===== src/rtl/arcade_input_pkg.sv =====
// Shared scan codes, joystick bit layout, rotate encoding and keyboard decode for the arcade input mapper.
// Pure declarations; no timing or backpressure.
package arcade_input_pkg;

    localparam int JOY_RIGHT = 0;
    localparam int JOY_LEFT  = 1;
    localparam int JOY_DOWN  = 2;
    localparam int JOY_UP    = 3;
    localparam int JOY_BTN0  = 4;

    localparam logic [7:0] SC_P1_UP    = 8'h75;
    localparam logic [7:0] SC_P1_DOWN  = 8'h72;
    localparam logic [7:0] SC_P1_LEFT  = 8'h6B;
    localparam logic [7:0] SC_P1_RIGHT = 8'h74;
    localparam logic [7:0] SC_P1_B0    = 8'h14;
    localparam logic [7:0] SC_P1_B1    = 8'h11;
    localparam logic [7:0] SC_P1_B2    = 8'h29;
    localparam logic [7:0] SC_P1_B3    = 8'h12;
    localparam logic [7:0] SC_P1_START = 8'h16;
    localparam logic [7:0] SC_P1_COIN  = 8'h2E;
    localparam logic [7:0] SC_P2_UP    = 8'h2D;
    localparam logic [7:0] SC_P2_DOWN  = 8'h2B;
    localparam logic [7:0] SC_P2_LEFT  = 8'h23;
    localparam logic [7:0] SC_P2_RIGHT = 8'h34;
    localparam logic [7:0] SC_P2_B0    = 8'h1C;
    localparam logic [7:0] SC_P2_B1    = 8'h1B;
    localparam logic [7:0] SC_P2_B2    = 8'h15;
    localparam logic [7:0] SC_P2_B3    = 8'h1D;
    localparam logic [7:0] SC_P2_START = 8'h1E;
    localparam logic [7:0] SC_P2_COIN  = 8'h36;
    localparam logic [7:0] SC_P3_START = 8'h26;
    localparam logic [7:0] SC_P4_START = 8'h25;
    localparam logic [7:0] SC_P3_COIN  = 8'h3D;
    localparam logic [7:0] SC_P4_COIN  = 8'h3E;
    localparam logic [7:0] SC_SERVICE  = 8'h06;

    typedef enum logic [1:0] {
        ROT_NONE = 2'd0,
        ROT_CW   = 2'd1,
        ROT_CCW  = 2'd2,
        ROT_RSVD = 2'd3
    } rot_e;

    typedef enum logic [2:0] {K_NONE, K_DIR, K_BTN, K_START, K_COIN, K_SVC} key_kind_e;

    typedef struct packed {
        key_kind_e  kind;
        logic [1:0] player;
        logic [2:0] idx;
    } key_map_t;

    // P1 directions live on the extended (cursor) keys; every other mapping matches on code alone.
    function automatic key_map_t map_key(input logic ext, input logic [7:0] code);
        key_map_t m;
        m = '{kind: K_NONE, player: 2'd0, idx: 3'd0};
        if (ext) begin
            case (code)
                SC_P1_UP:    m = '{K_DIR, 2'd0, 3'(JOY_UP)};
                SC_P1_DOWN:  m = '{K_DIR, 2'd0, 3'(JOY_DOWN)};
                SC_P1_LEFT:  m = '{K_DIR, 2'd0, 3'(JOY_LEFT)};
                SC_P1_RIGHT: m = '{K_DIR, 2'd0, 3'(JOY_RIGHT)};
                default:     m = m;
            endcase
        end
        if (m.kind == K_NONE) begin
            case (code)
                SC_P1_B0:    m = '{K_BTN,   2'd0, 3'd0};
                SC_P1_B1:    m = '{K_BTN,   2'd0, 3'd1};
                SC_P1_B2:    m = '{K_BTN,   2'd0, 3'd2};
                SC_P1_B3:    m = '{K_BTN,   2'd0, 3'd3};
                SC_P1_START: m = '{K_START, 2'd0, 3'd0};
                SC_P1_COIN:  m = '{K_COIN,  2'd0, 3'd0};
                SC_P2_UP:    m = '{K_DIR,   2'd1, 3'(JOY_UP)};
                SC_P2_DOWN:  m = '{K_DIR,   2'd1, 3'(JOY_DOWN)};
                SC_P2_LEFT:  m = '{K_DIR,   2'd1, 3'(JOY_LEFT)};
                SC_P2_RIGHT: m = '{K_DIR,   2'd1, 3'(JOY_RIGHT)};
                SC_P2_B0:    m = '{K_BTN,   2'd1, 3'd0};
                SC_P2_B1:    m = '{K_BTN,   2'd1, 3'd1};
                SC_P2_B2:    m = '{K_BTN,   2'd1, 3'd2};
                SC_P2_B3:    m = '{K_BTN,   2'd1, 3'd3};
                SC_P2_START: m = '{K_START, 2'd1, 3'd0};
                SC_P2_COIN:  m = '{K_COIN,  2'd1, 3'd0};
                SC_P3_START: m = '{K_START, 2'd2, 3'd0};
                SC_P3_COIN:  m = '{K_COIN,  2'd2, 3'd0};
                SC_P4_START: m = '{K_START, 2'd3, 3'd0};
                SC_P4_COIN:  m = '{K_COIN,  2'd3, 3'd0};
                SC_SERVICE:  m = '{K_SVC,   2'd0, 3'd0};
                default:     m = m;
            endcase
        end
        return m;
    endfunction

endpackage


===== src/rtl/arcade_input_mapper_coin_stretch.sv =====
// Stretches a coin press to at least COIN_FRAMES frame ticks; output registered, 1 cycle after raw.
// No backpressure; a new rising edge mid-count reloads the counter.
module coin_stretch
    import arcade_input_pkg::*;
#(
    parameter int COIN_FRAMES = 3
) (
    input  logic clk_sys,
    input  logic reset_n,
    input  logic raw_i,
    input  logic tick_i,
    input  logic clear_i,
    output logic coin_o
);

    logic       raw_q, raw_d;
    logic [3:0] cnt_q, cnt_d;
    logic       coin_q, coin_d;

    always_comb begin
        raw_d = raw_i;
        cnt_d = cnt_q;
        if (clear_i) begin
            cnt_d = '0;
        end else if (raw_i && !raw_q) begin
            cnt_d = 4'(COIN_FRAMES);
        end else if (tick_i && (cnt_q != 4'd0)) begin
            cnt_d = cnt_q - 4'd1;
        end
        coin_d = raw_i || (cnt_d != 4'd0);
    end

    always_ff @(posedge clk_sys or negedge reset_n) begin
        if (!reset_n) begin
            raw_q  <= 1'b0;
            cnt_q  <= '0;
            coin_q <= 1'b0;
        end else begin
            raw_q  <= raw_d;
            cnt_q  <= cnt_d;
            coin_q <= coin_d;
        end
    end

    assign coin_o = coin_q;

endmodule


===== src/rtl/arcade_input_mapper.sv =====
// Merges PS/2 keys and joysticks into rotated per-player controls; 1 cycle from joystick, 2 from key toggle.
// No backpressure. Define ARCADE_INPUT_AUTOFIRE_EN to add autofire_mask with a 2-tick phase gate.
module arcade_input_mapper
    import arcade_input_pkg::*;
#(
    parameter int NUM_PLAYERS = 2,
    parameter int NUM_BUTTONS = 4,
    parameter int COIN_FRAMES = 3
) (
    input  logic                               clk_sys,
    input  logic                               reset_n,
    input  logic [10:0]                        ps2_key,
    input  logic [16*NUM_PLAYERS-1:0]          joystick,
    input  logic [1:0]                         rotate,
    input  logic                               vblank,
    input  logic                               clear,
`ifdef ARCADE_INPUT_AUTOFIRE_EN
    input  logic [NUM_BUTTONS-1:0]             autofire_mask,
`endif
    output logic [4*NUM_PLAYERS-1:0]           dir_o,
    output logic [NUM_BUTTONS*NUM_PLAYERS-1:0] btn_o,
    output logic [NUM_PLAYERS-1:0]             start_o,
    output logic [NUM_PLAYERS-1:0]             coin_o,
    output logic                               service_o
);

    logic                              init_q, init_d;
    logic                              tog_q, tog_d;
    logic                              vb_q, vb_d;
    logic [16*NUM_PLAYERS-1:0]         kbd_q, kbd_d;
    logic                              svc_key_q, svc_key_d;
    logic [4*NUM_PLAYERS-1:0]          dir_q, dir_d;
    logic [NUM_BUTTONS*NUM_PLAYERS-1:0] btn_q, btn_d;
    logic [NUM_PLAYERS-1:0]            start_q, start_d;
    logic                              svc_q, svc_d;

    logic [16*NUM_PLAYERS-1:0] raw;
    logic [NUM_PLAYERS-1:0]    coin_raw;
    logic [NUM_BUTTONS-1:0]    af_gate;
    logic [3:0]                jr, jd;
    logic [4:0]                slot;
    logic                      slot_vld;
    logic                      key_evt;
    logic                      tick;
    key_map_t                  km;
    logic                      unused_raw;

`ifdef ARCADE_INPUT_AUTOFIRE_EN
    logic phase_q, phase_d, half_q, half_d;
`endif

    always_comb begin
        km      = map_key(ps2_key[8], ps2_key[7:0]);
        // init_q masks the first edge so a held toggle or vblank across reset is not an event.
        key_evt = init_q && (ps2_key[10] != tog_q);
        tick    = init_q && vblank && !vb_q;
        init_d  = 1'b1;
        tog_d   = ps2_key[10];
        vb_d    = vblank;

        slot_vld = 1'b1;
        slot     = '0;
        case (km.kind)
            K_DIR:   slot = {2'b00, km.idx};
            K_BTN: begin
                slot     = 5'd4 + {2'b00, km.idx};
                slot_vld = int'(km.idx) < NUM_BUTTONS;
            end
            K_START: slot = 5'(JOY_BTN0 + NUM_BUTTONS);
            K_COIN:  slot = 5'(JOY_BTN0 + NUM_BUTTONS + 1);
            default: slot_vld = 1'b0;
        endcase

        kbd_d     = kbd_q;
        svc_key_d = svc_key_q;
        if (clear) begin
            kbd_d     = '0;
            svc_key_d = 1'b0;
        end else if (key_evt) begin
            if (km.kind == K_SVC) svc_key_d = ps2_key[9];
            for (int p = 0; p < NUM_PLAYERS; p++) begin
                for (int i = 0; i < 16; i++) begin
                    if (slot_vld && (int'(km.player) == p) && (int'(slot) == i))
                        kbd_d[p*16+i] = ps2_key[9];
                end
            end
        end

        raw     = kbd_q | joystick;
        af_gate = '1;
`ifdef ARCADE_INPUT_AUTOFIRE_EN
        phase_d = phase_q;
        half_d  = half_q;
        if (tick) begin
            half_d = !half_q;
            if (half_q) phase_d = !phase_q;
        end
        af_gate = ~autofire_mask | {NUM_BUTTONS{phase_q}};
`endif

        dir_d    = '0;
        btn_d    = '0;
        start_d  = '0;
        coin_raw = '0;
        jr       = '0;
        jd       = '0;
        for (int p = 0; p < NUM_PLAYERS; p++) begin
            jr = raw[p*16 +: 4];
            case (rot_e'(rotate))
                ROT_CW:  jd = {jr[JOY_LEFT], jr[JOY_RIGHT], jr[JOY_DOWN], jr[JOY_UP]};
                ROT_CCW: jd = {jr[JOY_RIGHT], jr[JOY_LEFT], jr[JOY_UP], jr[JOY_DOWN]};
                default: jd = jr;
            endcase
            if (jd[3] && jd[2]) jd[3:2] = 2'b00;
            if (jd[1] && jd[0]) jd[1:0] = 2'b00;
            dir_d[p*4 +: 4]                     = jd;
            btn_d[p*NUM_BUTTONS +: NUM_BUTTONS] = raw[p*16+JOY_BTN0 +: NUM_BUTTONS] & af_gate;
            start_d[p]                          = raw[p*16+JOY_BTN0+NUM_BUTTONS];
            coin_raw[p]                         = raw[p*16+JOY_BTN0+NUM_BUTTONS+1];
        end
        svc_d = svc_key_q;
    end

    assign unused_raw = ^raw;

    always_ff @(posedge clk_sys or negedge reset_n) begin
        if (!reset_n) begin
            init_q    <= 1'b0;
            tog_q     <= 1'b0;
            vb_q      <= 1'b0;
            kbd_q     <= '0;
            svc_key_q <= 1'b0;
            dir_q     <= '0;
            btn_q     <= '0;
            start_q   <= '0;
            svc_q     <= 1'b0;
        end else begin
            init_q    <= init_d;
            tog_q     <= tog_d;
            vb_q      <= vb_d;
            kbd_q     <= kbd_d;
            svc_key_q <= svc_key_d;
            dir_q     <= dir_d;
            btn_q     <= btn_d;
            start_q   <= start_d;
            svc_q     <= svc_d;
        end
    end

`ifdef ARCADE_INPUT_AUTOFIRE_EN
    always_ff @(posedge clk_sys or negedge reset_n) begin
        if (!reset_n) begin
            phase_q <= 1'b0;
            half_q  <= 1'b0;
        end else begin
            phase_q <= phase_d;
            half_q  <= half_d;
        end
    end
`endif

    for (genvar g = 0; g < NUM_PLAYERS; g++) begin : g_coin
        coin_stretch #(.COIN_FRAMES(COIN_FRAMES)) u_coin (
            .clk_sys (clk_sys),
            .reset_n (reset_n),
            .raw_i   (coin_raw[g]),
            .tick_i  (tick),
            .clear_i (clear),
            .coin_o  (coin_o[g])
        );
    end

    assign dir_o     = dir_q;
    assign btn_o     = btn_q;
    assign start_o   = start_q;
    assign service_o = svc_q;

endmodule


===== config.mk =====
export PLATFORM = sky130hd
export DESIGN_NAME = arcade_input_mapper
export DESIGN_NICKNAME = d
export VERILOG_FILES = /design/src/rtl/arcade_input_pkg.sv /design/src/rtl/arcade_input_mapper_coin_stretch.sv /design/src/rtl/arcade_input_mapper.sv
export SDC_FILE = /design/constraint.sdc
export NUM_CORES = 1
export LEC_CHECK = 0
export ABC_AREA = 1
export CAP_MARGIN = 0
export CELL_PAD_IN_SITES_DETAIL_PLACEMENT = 1
export CELL_PAD_IN_SITES_GLOBAL_PLACEMENT = 2
export CORE_UTILIZATION = 32
export DETAILED_ROUTE_END_ITERATION = 10
export DONT_BUFFER_PORTS = 1
export PLACE_DENSITY = 0.84
export SLEW_MARGIN = 20
export SYNTH_ARGS = -nofsm -noshare
export SYNTH_HDL_FRONTEND = slang
export SYNTH_SLANG_ARGS = --single-unit

===== constraint.sdc =====
create_clock -name clk_sys -period 1.33 [get_ports clk_sys]
set_input_delay 0.266 -clock clk_sys [delete_from_list [all_inputs] [get_ports clk_sys]]
set_output_delay 0.266 -clock clk_sys [all_outputs]
set_load 0.01 [all_outputs]

==> metrics.yaml, run 1 <==
synth:
  synth_top_area_share_pct: 45.6
  synth_edf_count: 0
  yosysMostFrequentCell: "nand2_1"
  ys_types: 30
  syn-mean-instance-area_sq_um: 7.52
  synthesis.area_sq_mm: 0.00302
  yosys_warnings: 0
  synth_flop_cell: "dfrtp_1"
  synth_top_area_cell: "dfrtp_1"
  syn_inst: 401
  synth-seq-cells: 55
  async_flop_share_pct: 100
  synth_area_leaders: "dfrtp_1 (46%), nand2_1 (12%), o21ai_0 (7.8%)"
  syn_nets: 454
  synth_seq_area_share_pct: 45.6
  synth.top_cells.by_count: "nand2_1 (93), nor2_1 (58), dfrtp_1 (55), o21ai_0 (47), inv_1 (46)"
critical_path:
  path_buf_inv: 3
  arrival_ns: 1.72
  reg2reg_to: "g_coin[1].u_coin.coin_o$_DFF_PN0_"
  criticalPathCategory: "reg -> reg"
  regToRegSetupSlack_ns: -0.19
  reg2reg_depth: 12
  slowest_delay_ns: 0.38
  worstSetupStartpointType: "flip-flop"
  r2r-start: "g_coin[1].u_coin.cnt_q[0]$_DFF_PN0_"
  path_cells: "inv_2 > ha_4 > nand2_2 > nand2_2 > inv_2 > nand2_2 > nor3_2 > xor2_1 > nand2_1 > inv_2 > nor3_2 > nand3_1"
  path_max_fanout: 2
  crit_family: "simple AND/OR/NAND/NOR gates"
  cp.required_ns: 1.53
  endpoint_kind: "flip-flop"
  cpMaxStageDelayCell: "dfrtp_1"
timing:
  holdWs_ns: -0.371
  finalClockSkew_ns: 0.00666
  slew_headroom_pct: 60.9
  fmax_ghz: 0.656
  drv_slew: 0
  rsz0062_at_grt: "true"
  finalSetupTns_ns: -0.596
  finalCriticalPeriod_ns: 1.52
  fin_crit_sh_pct: 115
  fin_ws_ns: -0.193
  worstMarginPinSlew_ns: 0.585
  setup_violations: 10
  finalHoldViolCount: 55
power:
  peakVddDrop_v: 0.000439
  power_density_mw_per_mm2: 951
  power.leakage_nw: 2.09
detailed_routing:
  drt-vias-per-instance: 4.87
  dr_total_vias: 2799
  post_drt_wl_per_cell_um: 14.6
  drc_errors: 0
  ant_nets: 0
  routed_wl_um: 8390
  drt-initial-drc-count: 52
  firstDrtPassIters: 4
clock_network:
  cts.sinks: 55
  clkLatencyLatePin_ns: 0.32
  cts-root-buf: "clkbuf_8"
  cts_inserted_buffers: 5
  cts-htree-levels: 2
  clk_pin_slew_ns: 0.10
  cts_hold_buf: 2
  cts_tree: "done"
  clockBufferDepth: 2
global_route:
  antenna_found_initial: 0
  grt_max_degree: 56
  track_usage_pct: 16.2
  grt_pass1_wl_um: 12800
  grt_pass1_vias: 2766
  grt_overflow_total: 0
die:
  die_height_um: 99.1
  die_w_um: 99.1
  dieArea_sq_mm: 0.00981
  fp.coreArea_sq_mm: 0.00920
  core.rowCount: 35
  pin_count: 70
  start_util_pct: 32.8
finish:
  fin_nets: 516
  final_util_pct: 45.9
  diodes: 0
  layout-drive-gt1-share_pct: 45.3
  syn2layout_area_growth_pct: 40.1
  fill_cells: 1098
place:
  place_ws_ns: -0.274
  gp_congestion: 0.838
  dp_hpwl_um: 5860
  io_buffers: 0
flow_run:
  cap_violations: 0
hold_path:
  hold_path_class: "in -> async"
status:
  violations: "hold timing, setup timing"
  status: "complete, but fails checks"
## report_power, final
part | leakage [nW] | switching (mW) | internal [mW]
clock | 0.0612 | 0.553 | 0.610
sequential | 0.689 | 0.122 | 1.84
combinational | 1.34 | 0.475 | 0.415
## layout by cell type, fill, tap and decap left out, drive strengths merged
cell type | Yosys | routed
a31oi | 1 | 1
a21oi | 5 | 5
a22oi | 8 | 8
ha | 4 | 4
clkbuf | 7 | 8
buf | 3 | 61
conb | 1 | 1
nor3 | 6 | 6
nand4 | 5 | 5
or2 | 18 | 18
a41oi | 1 | 1
dfrtp | 55 | 55
bufinv | 0 | 1
nand3b | 1 | 1
dlygate4sd3 | 0 | 2
xor2 | 4 | 4
nand2 | 99 | 99
xnor2 | 1 | 1
o21ai | 48 | 48
inv | 51 | 51
nand3 | 15 | 15
clkinv | 0 | 1
nor2 | 68 | 68
## kinds of logic (layout without fill, tap and decap cells)
| kind of cell | after synthesis | after routing | share of synthesized area, % |
|---|---|---|---|
| AOI/OAI and AO/OA | 63 | 63 | 11.4 |
| buffers and inverters | 61 | 124 | 7.84 |
| adders and majority gates | 4 | 4 | 1.66 |
| xor gates and xnor gates | 5 | 5 | 1.45 |
| other | 1 | 1 | 0.124 |
| DFF | 55 | 55 | 45.6 |
| and+or+nand+nor | 212 | 212 | 31.9 |
## per-layer routing
metal	vias to the layer above	share of wire [%]	global-route usage [%]	wire, um
met5	-	0	0	0
met4	0	1.9	5.77	159
met3	12	4.0	2.84	334
met2	55	48	26.4	4060
met1	1339	46	21.7	3840
li1	1393	-	-	-
## stage by stage
| step | hold WS [ns] | power, mW | instances | cell area, sq um |
|---|---|---|---|---|
| after floorplan | -0.0296 | 2.38 | 401 | 3040 |
| after global placement | -0.0280 | 2.52 | 546 | 3480 |
| after detailed placement | -0.0280 | 2.56 | 546 | 3480 |
| after CTS | -0.371 | 3.78 | 564 | 3740 |
| after global routing | -0.385 | 4.22 | 575 | 4230 |
| final | -0.371 | 4.02 | 575 | 4230 |
## registers in the layout, indices dropped and copies added, names as in the netlist
register / count
init_q: 1
g_coin.u_coin.cnt_q: 8
g_coin.u_coin.coin_o: 2
service_o: 1
start_o: 2
btn_o: 8
svc_d: 1
dir_o: 8
tog_q: 1
g_coin.u_coin.raw_q: 2
kbd_q: 20
vb_q: 1
## repair_timing
action / 4_1_cts / 5_1_grt
endpoints found under the setup margin: 19 / 32
hold endpoints to repair: 57 / 55
cloned: 0 / 3
setup buffers: 8 / 8
pin swaps: 10 / 38
gates resized for setup: 26 / 135
## worst max path at each step
stage	from	to	slack [ns]	cells after the start
6_report	g_coin[1].u_coin.cnt_q[0]$_DFF_PN0_	g_coin[1].u_coin.coin_o$_DFF_PN0_	-0.19	12
5_1_grt	g_coin[1].u_coin.cnt_q[0]$_DFF_PN0_	g_coin[1].u_coin.coin_o$_DFF_PN0_	-0.34	12
4_1_cts	g_coin[1].u_coin.cnt_q[0]$_DFF_PN0_	g_coin[1].u_coin.coin_o$_DFF_PN0_	-0.16	12
3_5_place_dp	g_coin[1].u_coin.cnt_q[0]$_DFF_PN0_	g_coin[1].u_coin.coin_o$_DFF_PN0_	-0.27	11
3_3_place_gp	ps2_key[3]	kbd_q[0]$_DFFE_PN0P_	-0.24	10
2_1_floorplan	g_coin[1].u_coin.cnt_q[1]$_DFF_PN0_	g_coin[1].u_coin.coin_o$_DFF_PN0_	-0.11	12
## final cells by class
type | count | area, sq um | share of cell area, %
Multi-Input combinational cell | 285 | 1850 | 43.9
Inverter | 51 | 194 | 4.59
Sequential cell | 55 | 1380 | 32.6
Clock buffer | 6 | 82.6 | 1.95
Timing Repair Buffer | 65 | 544 | 12.9
Clock inverter | 2 | 35.0 | 0.829
Tap cell | 111 | 139 | 3.29
Note: power is estimated with default switching activity, not from simulation.
==> run 2, diff against run 1 <==
--- a/config.mk
+++ b/config.mk
@@ -13,6 +13,7 @@
 export DETAILED_ROUTE_END_ITERATION = 10
 export DONT_BUFFER_PORTS = 1
 export PLACE_DENSITY = 0.84
+export REMOVE_ABC_BUFFERS = 1
 export SLEW_MARGIN = 20
 export SYNTH_ARGS = -nofsm -noshare
 export SYNTH_HDL_FRONTEND = slang
==> run 2 against run 1 <==
Net effect: the run still ends with hold timing, setup timing left; largest power group unchanged; clock skew up 0.0013 ns; via count up 0.43%; non-clock buffer count up 5; die area unchanged.
==> metrics.yaml, run 2 (synthesis results as in run 1) <==
status:
  status: "complete, but fails checks"
  violations: "hold timing, setup timing"
place:
  gp_congestion: 0.956  # +14%
  io_buffers: 0  # unchanged
  dp_hpwl_um: 6190  # +5.6%
  postPlaceCellArea_sq_mm: 0.00352  # +1.1%
timing:
  fmax_ghz: 0.647  # -1.4%
  fin_crit_sh_pct: 116  # +1.6 points
  rsz0062_at_grt: "true"
  drv_slew: 0  # unchanged
  setup_violations: 10  # unchanged
  finalClockSkew_ns: 0.00796  # +0.00130 ns
  finalHoldViolCount: 55  # unchanged
  fin_ws_ns: -0.215  # -0.0215 ns
  finalCriticalPeriod_ns: 1.54  # +0.0215 ns
  holdWs_ns: -0.360  # +0.0113 ns
finish:
  final_common_cell: "nand2_1"
  largest_reg_flops: 20  # unchanged
  diodes: 0  # unchanged
  layout_common_cells: "nand2_1 (63), buf_4 (60), dfrtp_1 (55)"
  syn2layout_area_growth_pct: 41.1
  fin_nets: 521  # +0.97%
  fin_area_sq_mm: 0.00426  # +0.71%
  largest-register: "kbd_q"
  fill_cells: 1093  # -0.46%
  layout-drive-gt1-share_pct: 45.0  # -0.27 points
global_route:
  grt_pass1_vias: 2969  # +7.3%
  grt_overflow_total: 0  # unchanged
  grt_max_degree: 56  # unchanged
  antenna_found_initial: 0  # unchanged
  track_usage_pct: 17.7  # +1.5 points
  grt_pass1_wl_um: 13900  # +8.5%
detailed_routing:
  firstDrtPassIters: 4  # unchanged
  post_drt_wl_per_cell_um: 14.6  # +0.20%
  drt-vias-per-instance: 4.85  # -0.44%
  dr_total_vias: 2811  # +0.43%
  drt-initial-drc-count: 47  # -9.6%
  routed_wl_um: 8480  # +1.1%
  drc_errors: 0  # unchanged
  ant_nets: 0  # unchanged
critical_path:
  worstSetupStartpointType: "flip-flop"
  arrival_ns: 1.73  # about the same
  criticalPathCategory: "reg -> reg"
  endpoint_kind: "flip-flop"
  path_max_fanout: 2  # unchanged
  cp.required_ns: 1.51  # -0.02 ns
flow_run:
  cap_violations: 0  # unchanged
die:
  fp.coreArea_sq_mm: 0.00920  # unchanged
  dieArea_sq_mm: 0.00981  # unchanged
  die_height_um: 99.1  # unchanged
  pin_count: 70  # unchanged
  core.rowCount: 35  # unchanged
  start_util_pct: 32.8  # unchanged
  die_w_um: 99.1  # unchanged
clock_network:
  cts.sinks: 55  # unchanged
  clk_pin_slew_ns: 0.10  # about the same
  cts_inserted_buffers: 5  # unchanged
  clkLatencyLatePin_ns: 0.31  # about the same
  clockBufferDepth: 2  # unchanged
  cts_hold_buf: 2  # unchanged
  cts_tree: "done"
  cts-root-buf: "clkbuf_8"
  cts-htree-levels: 2  # unchanged
power:
  power.leakage_nw: 2.11  # +0.93%
  power_density_mw_per_mm2: 887  # -6.7%
  peakVddDrop_v: 0.000380  # -13%
hold_path:
  hold_path_class: "in -> async"
run 2: cell count changes in the layout (fill, tap and decap cells not counted), moves of 5 or more:
cell	previous run	this run
nand2_2	22	27
nor2_4	13	7
o21ai_2	18	13
o21ai_4	2	9
run 2: worst paths after layout:
path | endpoint | slack, ns | depth (start not counted) | startpoint
max | g_coin[1].u_coin.coin_o$_DFF_PN0_ | -0.21 | 12 | g_coin[1].u_coin.cnt_q[0]$_DFF_PN0_
min | btn_o[0]$_DFF_PN0_ | -0.36 | 0 | reset_n
max reg2reg | g_coin[1].u_coin.coin_o$_DFF_PN0_ | -0.21 | 12 | g_coin[1].u_coin.cnt_q[0]$_DFF_PN0_
min reg2reg | service_o$_DFF_PN0_ | 0.39 | 0 | svc_d$_DFFE_PN0P_
max in group asynchronous | btn_o[2]$_DFF_PN0_ | 1.56 | 0 | reset_n
min in group clk_sys | btn_o[4]$_DFF_PN0_ | 0.06 | 1 | joystick[20]
run 2: repair_timing:
action | in CTS | in global routing
endpoints found under the hold margin | 57 | 55
buffers inserted | 11 | 6
gates cloned | 1 | 0
gates resized for setup | 67 | 100
endpoints found under the setup margin | 27 | 37
pin swaps | 20 | 24
run 2: worst max-delay path, cell delays in order, from the launching register on:
cell	delay [ns]
dfrtp_1	0.40
inv_2	0.07
ha_4	0.16
nand2_2	0.05
nand2_2	0.06
inv_2	0.07
nand2_2	0.06
nor3_2	0.14
xor2_1	0.10
nand2_1	0.08
inv_2	0.04
nor3_2	0.10
nand3_1	0.10
run 2: layer usage:
metal | global-route usage [%] | wire length, um
met3 | 2.34 | 177
met2 | 32.4 | 4610
met1 | 21.6 | 3580
met4 | 5.32 | 113
met5 | 0 | 0
run 2: where the power goes:
| part | switching, mW | internal, mW |
|---|---|---|
| Combinational | 0.476 | 0.434 |
| Clock | 0.526 | 0.369 |
| Sequential | 0.128 | 1.84 |
| Total | 1.13 | 2.64 |
run 2: final cells by class:
class	instances	area, sq um	share of cell area (%)
timing repair buffer	70	594	14.0
clock buffer	6	72.6	1.71
sequential	55	1380	32.3
inverter	51	191	4.50
clock inverter	2	12.5	0.294
multi-input combinational	285	1870	43.9
tap	111	139	3.26
run 2: stage by stage:
step	setup TNS [ns]	utilization, %	worst slack (ns)	power, mW	std cells
after floorplan	-0.295	-	-0.147	2.36	391
after global placement	-2.10	38.2	-0.303	2.55	553
after detailed placement	-3.28	38.2	-0.380	2.58	553
after CTS	-0.676	42.4	-0.266	3.62	575
after global routing	-2.63	46.3	-0.365	3.99	580
final	-0.660	46.3	-0.215	3.77	580
